File: src/rtl/brightness_slew_if.sv
// brightness_slew_if: raw brightness sample valid/ready channel.
interface brightness_slew_if;
    logic [15:0] sample_in;
    logic        sample_valid;
    logic        sample_ready;

    modport master (
        output sample_in,
        output sample_valid,
        input  sample_ready
    );

    modport slave (
        input  sample_in,
        input  sample_valid,
        output sample_ready
    );
endinterface

File: src/rtl/brightness_slew.sv
// brightness_slew: box-car average, clamp and slew-limit the dimmer level.
// Optional MOTION_HOLD_EN adds a motion-triggered full-brightness hold.
module brightness_slew #(
    parameter int AVG_LOG2   = 2,
    parameter int TICK_DIV   = 500_000,
    parameter int STEP       = 8,
    parameter int MAX_LEVEL  = 510,
    parameter int HOLD_TICKS = 64
) (
    input  logic             sys_clk,
    input  logic             rst,
    brightness_slew_if.slave s_if,
`ifdef MOTION_HOLD_EN
    input  logic             motion,
`endif
    output logic [15:0]      brightness,
    output logic [15:0]      target,
    output logic             at_max,
    output logic             at_min
);
    localparam int NSMP = 1 << AVG_LOG2;
    localparam int CW   = AVG_LOG2 + 1;
    localparam int AW   = 16 + AVG_LOG2;
    localparam int TW   = $clog2(TICK_DIV);
    localparam logic [15:0] MAXL = 16'(MAX_LEVEL);
    localparam logic [15:0] STP  = 16'(STEP);

    typedef enum logic {S_ACCEPT, S_AVERAGE} state_t;

    state_t        r_state;
    state_t        w_state_nxt;
    logic [AW-1:0] r_acc;
    logic [CW-1:0] r_cnt;
    logic [TW-1:0] r_tick;
    logic [15:0]   r_bright;
    logic [15:0]   r_target;
    logic          r_at_max;
    logic          r_at_min;
    logic          w_ready;
    logic          w_hs;
    logic          w_tick;
    logic [CW-1:0] w_cnt_inc;
    logic [15:0]   w_avg;
    logic [15:0]   w_gap;
    logic [15:0]   w_slew;
    logic [15:0]   w_bright_nxt;

    assign w_hs      = s_if.sample_valid & (r_state == S_ACCEPT);
    assign w_cnt_inc = r_cnt + 1'b1;
    assign w_tick    = (r_tick == TW'(TICK_DIV - 1));
    assign w_avg     = 16'(r_acc >> AVG_LOG2);

    always_ff @(posedge sys_clk or posedge rst) begin
        if (rst) r_state <= S_ACCEPT;
        else     r_state <= w_state_nxt;
    end

    always_comb begin
        w_state_nxt = r_state;
        w_ready     = 1'b0;
        unique case (r_state)
            S_ACCEPT: begin
                w_ready = 1'b1;
                if (w_hs && (w_cnt_inc == CW'(NSMP)))
                    w_state_nxt = S_AVERAGE;
            end
            S_AVERAGE: w_state_nxt = S_ACCEPT;
        endcase
    end

    // Compare before subtracting so the unsigned gap never wraps.
    always_comb begin
        w_gap  = '0;
        w_slew = r_bright;
        if (r_bright < r_target) begin
            w_gap  = r_target - r_bright;
            w_slew = (w_gap > STP) ? r_bright + STP : r_target;
        end else if (r_bright > r_target) begin
            w_gap  = r_bright - r_target;
            w_slew = (w_gap > STP) ? r_bright - STP : r_target;
        end
    end

`ifdef MOTION_HOLD_EN
    localparam int HW = $clog2(HOLD_TICKS + 1);
    logic          r_motion_d;
    logic [HW-1:0] r_hold;
    logic          w_motion_edge;

    assign w_motion_edge = motion & ~r_motion_d;

    always_ff @(posedge sys_clk or posedge rst) begin
        if (rst) begin
            r_motion_d <= 1'b0;
            r_hold     <= '0;
        end else begin
            r_motion_d <= motion;
            if (w_motion_edge)
                r_hold <= HW'(HOLD_TICKS);
            else if ((r_hold != '0) && w_tick)
                r_hold <= r_hold - 1'b1;
        end
    end

    always_comb begin
        w_bright_nxt = w_tick ? w_slew : r_bright;
        if (w_motion_edge)
            w_bright_nxt = MAXL;
        else if (r_hold != '0)
            w_bright_nxt = r_bright;
    end
`else
    always_comb begin
        w_bright_nxt = w_tick ? w_slew : r_bright;
    end
`endif

    always_ff @(posedge sys_clk or posedge rst) begin
        if (rst) begin
            r_acc    <= '0;
            r_cnt    <= '0;
            r_tick   <= '0;
            r_bright <= '0;
            r_target <= '0;
            r_at_max <= 1'b0;
            r_at_min <= 1'b1;
        end else begin
            r_tick <= w_tick ? '0 : r_tick + 1'b1;
            if (r_state == S_AVERAGE) begin
                r_target <= (w_avg > MAXL) ? MAXL : w_avg;
                r_acc    <= '0;
                r_cnt    <= '0;
            end else if (w_hs) begin
                r_acc <= r_acc + AW'(s_if.sample_in);
                r_cnt <= w_cnt_inc;
            end
            r_bright <= w_bright_nxt;
            r_at_max <= (w_bright_nxt == MAXL);
            r_at_min <= (w_bright_nxt == 16'd0);
        end
    end

    assign s_if.sample_ready = w_ready;
    assign brightness        = r_bright;
    assign target            = r_target;
    assign at_max            = r_at_max;
    assign at_min            = r_at_min;
endmodule

File: src/flat_wrapper.sv
// flat-port wrapper written by rule: the top's interface ports become plain ports
module brightness_slew_flat 
#(
    parameter int AVG_LOG2   = 2,
    parameter int TICK_DIV   = 500_000,
    parameter int STEP       = 8,
    parameter int MAX_LEVEL  = 510,
    parameter int HOLD_TICKS = 64
)
  (sys_clk, rst, brightness, target, at_max, at_min, s_if_sample_in, s_if_sample_valid, s_if_sample_ready);
  brightness_slew_if s_if_i ();
  input  logic sys_clk;
  input  logic rst;
  output logic [15:0] brightness;
  output logic [15:0] target;
  output logic at_max;
  output logic at_min;
  input wire logic [$bits(s_if_i.sample_in)-1:0] s_if_sample_in;
  input wire logic [$bits(s_if_i.sample_valid)-1:0] s_if_sample_valid;
  output wire logic [$bits(s_if_i.sample_ready)-1:0] s_if_sample_ready;
  assign s_if_i.sample_in = s_if_sample_in;
  assign s_if_i.sample_valid = s_if_sample_valid;
  assign s_if_sample_ready = s_if_i.sample_ready;
  brightness_slew #(.AVG_LOG2(AVG_LOG2), .TICK_DIV(TICK_DIV), .STEP(STEP), .MAX_LEVEL(MAX_LEVEL), .HOLD_TICKS(HOLD_TICKS)) u_core (.sys_clk(sys_clk), .rst(rst), .s_if(s_if_i), .brightness(brightness), .target(target), .at_max(at_max), .at_min(at_min));
endmodule
File: config.mk
export PLATFORM = sky130hd
export DESIGN_NAME = brightness_slew_flat
export DESIGN_NICKNAME = d
export VERILOG_FILES = /design/src/rtl/brightness_slew_if.sv /design/src/rtl/brightness_slew.sv /design/src/flat_wrapper.sv
export SDC_FILE = /design/constraint.sdc
export NUM_CORES = 1
export LEC_CHECK = 0
export ABC_AREA = 1
export CORE_ASPECT_RATIO = 0.9
export CORE_MARGIN = 4
export CORE_UTILIZATION = 55
export DETAILED_ROUTE_END_ITERATION = 16
export PLACE_DENSITY = 0.76
export SKIP_LAST_GASP = 1
export SLEW_MARGIN = 20
export SYNTH_ARGS = -nofsm -noshare
export SYNTH_HDL_FRONTEND = slang
export SYNTH_SLANG_ARGS = --single-unit
export TNS_END_PERCENT = 1
File: constraint.sdc
create_clock -name sys_clk -period 6.9 [get_ports sys_clk]
set_input_delay 1.38 -clock sys_clk [delete_from_list [all_inputs] [get_ports sys_clk]]
set_output_delay 1.38 -clock sys_clk [all_outputs]
set_load 0.05 [all_outputs]
==> results.md <==
- Status: completed
- Unrepaired setup endpoints after global routing: false
- Worst Skew: roughly 7.3 ps
- Setup crit end kind: register
- Htree depth: 3
- Overall power: between 2 and 2.5 mW
- Slowest cell on the critical path: ha_1
- Pin count of the biggest net entering global routing: 76
- Warnings, synthesis: 0
- Synth unique cells: slightly below 50
- Crit-path cells: clkinv_1, ha_1, nand2_1, inv_1, nand2_2, inv_1, nand2_1, nand2_1, nand3_1, nand2_2, inv_4, nor2_8, inv_2, nor2_4, nand2_1, nand3_1, nor2_1, nor2_1, nand2_1, nor2_1, nand3_1, nor2_1
- Area growth, synth to finish: 13.49%
- Hold WC Path Type: register to register
- Routed vias: about 7.3k
- IO Pins: 54
- Drc violations: 0
- Final wirelength: between 20 and 25 mm
- Share of the synthesized area in the top cell type: approximately a quarter
- Final setup violation count: 0
- First-pass GRT wire length: ~34 mm
- Dominant synthesized flop cell: dfrtp_1
- Crit path max fanout: 27
- Clock Sinks: 75
- Number of nets still failing antenna checks after routing: 0
- Synth top area cells: dfrtp_1, nand2_1, inv_1
- Post_cts resized: 0
- Vias per cell: about 5.4
- EDFF count, synth: 0
- First drt pass iteration count: 6
- F_max: roughly 260 MHz
- Clock root buffer: clkbuf_16
- Die Width: roughly 130 µm
- Final hold viol count: 0
- Cell Area, Synth: 0.007152 mm²
- Setup TNS: 0 ps
- ANT cells: 0
- Initial core utilization: about 56%
- Yosys top cell by area: dfrtp_1
- Post-synth ARST share: between 90% and 100%
- Slew margin rel.: about a third
- # placed instances: 1337
- Peak VDD IR: ~200 µV
- Post-CTS Setup Inserts: 0
- Final instance area: between 0.008 and 0.009 mm²
- Die Ht: 116.2 µm
- Routability cong.: 0.9687
- Vias in the first global route: just under 7k
- CP Launch Type: register
- Mapped Avg Cell Area: between 6 and 7 µm²
- Row count: 39
- Crit-path max cell delay: roughly 530 ps
- Clock Latency Late Sink: between 300 and 400 ps
- Commonest cells post-synth: nand2_1, inv_1, nor2_1
- Synth Instances: roughly 1.1k
- Hold slack: 472.7 ps
- Initial antenna violation count: 0
- Req. time, crit path: 7160 ps
- Placed inst area: ~0.0078 mm²
- DP HPWL: ~16 mm
- CP most frequent cell: nand2_1
- Period utilisation layout: between 50% and 60%
- Final cell count without fillers: roughly 1.4k
- Min cycle time layout: just under 4000 ps
- Worst Path Arrival: between 4000 and 5000 ps
- WL per Instance: roughly 15 µm
- Gr usage total: 28.02%
- TritonCTS Buffers: 9
- CTS max path bufs: 2
- Most common cell in the netlist: nand2_1
- Hold bufs inserted after CTS: 0
- Clock transition at the registers of the reported paths: 60 ps
- Port Buffers: 53
- Max-capacitance violation count: 0
- CP Class: register to register
- Worst-Margin Slew: roughly 990 ps
- Core outline area: 0.01274 mm²
- Final #Nets: 1257
- Max-slew violations: 0
- Core Util, Final: 63.73%
- Share of cells above drive strength 1: 5.635%
- Worst slack, placed: between 2000 and 3000 ps
- Syn_nets: 1208
- Full die area: around 0.015 mm²
- Grt ovf: 0
- Sequential element share of the synthesized area: a little over a quarter
- Leakage: around 4.3 nW
- Power per cell area: between 200 and 300 mW/mm²
- FF+latch count, synth: 75
- Final worst slack: between 3000 and 4000 ps
- CTS tree: yes
- DRT iter0 DRCs: roughly 800
## logic make-up (layout without fill, tap and decap cells)
| group | Yosys count | after routing | synth area share [%] |
|---|---|---|---|
| and+or+nand+nor | 613 | 613 | 37.77 |
| buffers and inverters | 228 | 282 | 12.40 |
| AOI/OAI and AO/OA | 140 | 140 | 10.85 |
| DFF | 75 | 75 | 26.26 |
| adders and majority gates | 54 | 54 | 9.657 |
| xor gates and xnor gates | 25 | 25 | 3.062 |
## flip-flops by register name, summed over array words and instances, names as in the netlist
signal / flops
u_core.r_acc: 18
u_core.r_cnt: 3
u_core.at_max: 1
u_core.brightness: 16
u_core.at_min: 1
u_core.r_tick: 19
u_core.r_state: 1
u_core.target: 16
## metal layers
| metal | share of wire (%) | global-route usage [%] | up-vias | wire length, µm |
|---|---|---|---|---|
| met5 | 0 | 0 | - | 0 |
| met1 | 47 | 40.48 | 3312 | 9455 |
| li1 | - | - | 3705 | - |
| met4 | 1.5 | 6.648 | 0 | 298 |
| met3 | 6.6 | 4.481 | 27 | 1322 |
| met2 | 45 | 44.32 | 249 | 8932 |
## critical path: cells and delay by family (launching register included)
family	cells	cell delay [ps]
AND/OR/NAND/NOR	16	1950
buffers and inverters	5	760
adder cells (fa/ha/maj)	1	530
flip-flops	1	500
## cells in the final DEF (no fill, tap or decap), types with 3 or more instances in the layout
| cell type | count |
|---|---|
| inv_2 | 7 |
| dfrtp_1 | 74 |
| nand2_2 | 12 |
| nor4_1 | 4 |
| buf_4 | 3 |
| inv_1 | 197 |
| o21ai_1 | 3 |
| a211oi_1 | 3 |
| xor2_1 | 23 |
| o21bai_1 | 3 |
| o22ai_1 | 6 |
| clkinvlp_4 | 3 |
| clkdlybuf4s50_1 | 53 |
| nor2_1 | 115 |
| clkbuf_16 | 9 |
| o211ai_1 | 3 |
| nor2_4 | 6 |
| a21oi_1 | 60 |
| nand3_2 | 3 |
| nand2_1 | 312 |
| nand4_1 | 20 |
| ha_1 | 52 |
| nand3_1 | 106 |
| o21ai_0 | 49 |
| nor3_1 | 17 |
| a22o_1 | 3 |
| clkinv_1 | 4 |
| nor2_2 | 9 |
## power breakdown
part / internal, mW / switching [mW]
Combinational: 0.358 / 0.706
Clock: 0.284 / 0.201
Sequential: 0.523 / 0.0984
## final timing paths
path | start | endpoint | slack, ps | cells past startpoint
max | u_core.brightness[7] | u_core.at_max | 3050 | 22
min | u_core.r_tick[18] | u_core.r_tick[18] | 470 | 1
max reg2reg | u_core.brightness[7] | u_core.at_max | 3050 | 22
min reg2reg | u_core.r_tick[18] | u_core.r_tick[18] | 470 | 1
max in group asynchronous | rst | u_core.target[1] | 4650 | 3
min in group asynchronous | rst | u_core.r_cnt[1] | 1640 | 3
## final cells by class
| cell class | instances | area, µm² |
|---|---|---|
| Sequential cell | 75 | 1878 |
| Clock buffer | 10 | 229.0 |
| Inverter | 210 | 792.0 |
| Fill cell | 1178 | 4619 |
| Clock inverter | 6 | 72.57 |
| Timing Repair Buffer | 56 | 553.0 |
| Tap cell | 164 | 205.2 |
| Multi-Input combinational cell | 832 | 4387 |
Note: power is estimated with default switching activity, not from simulation.
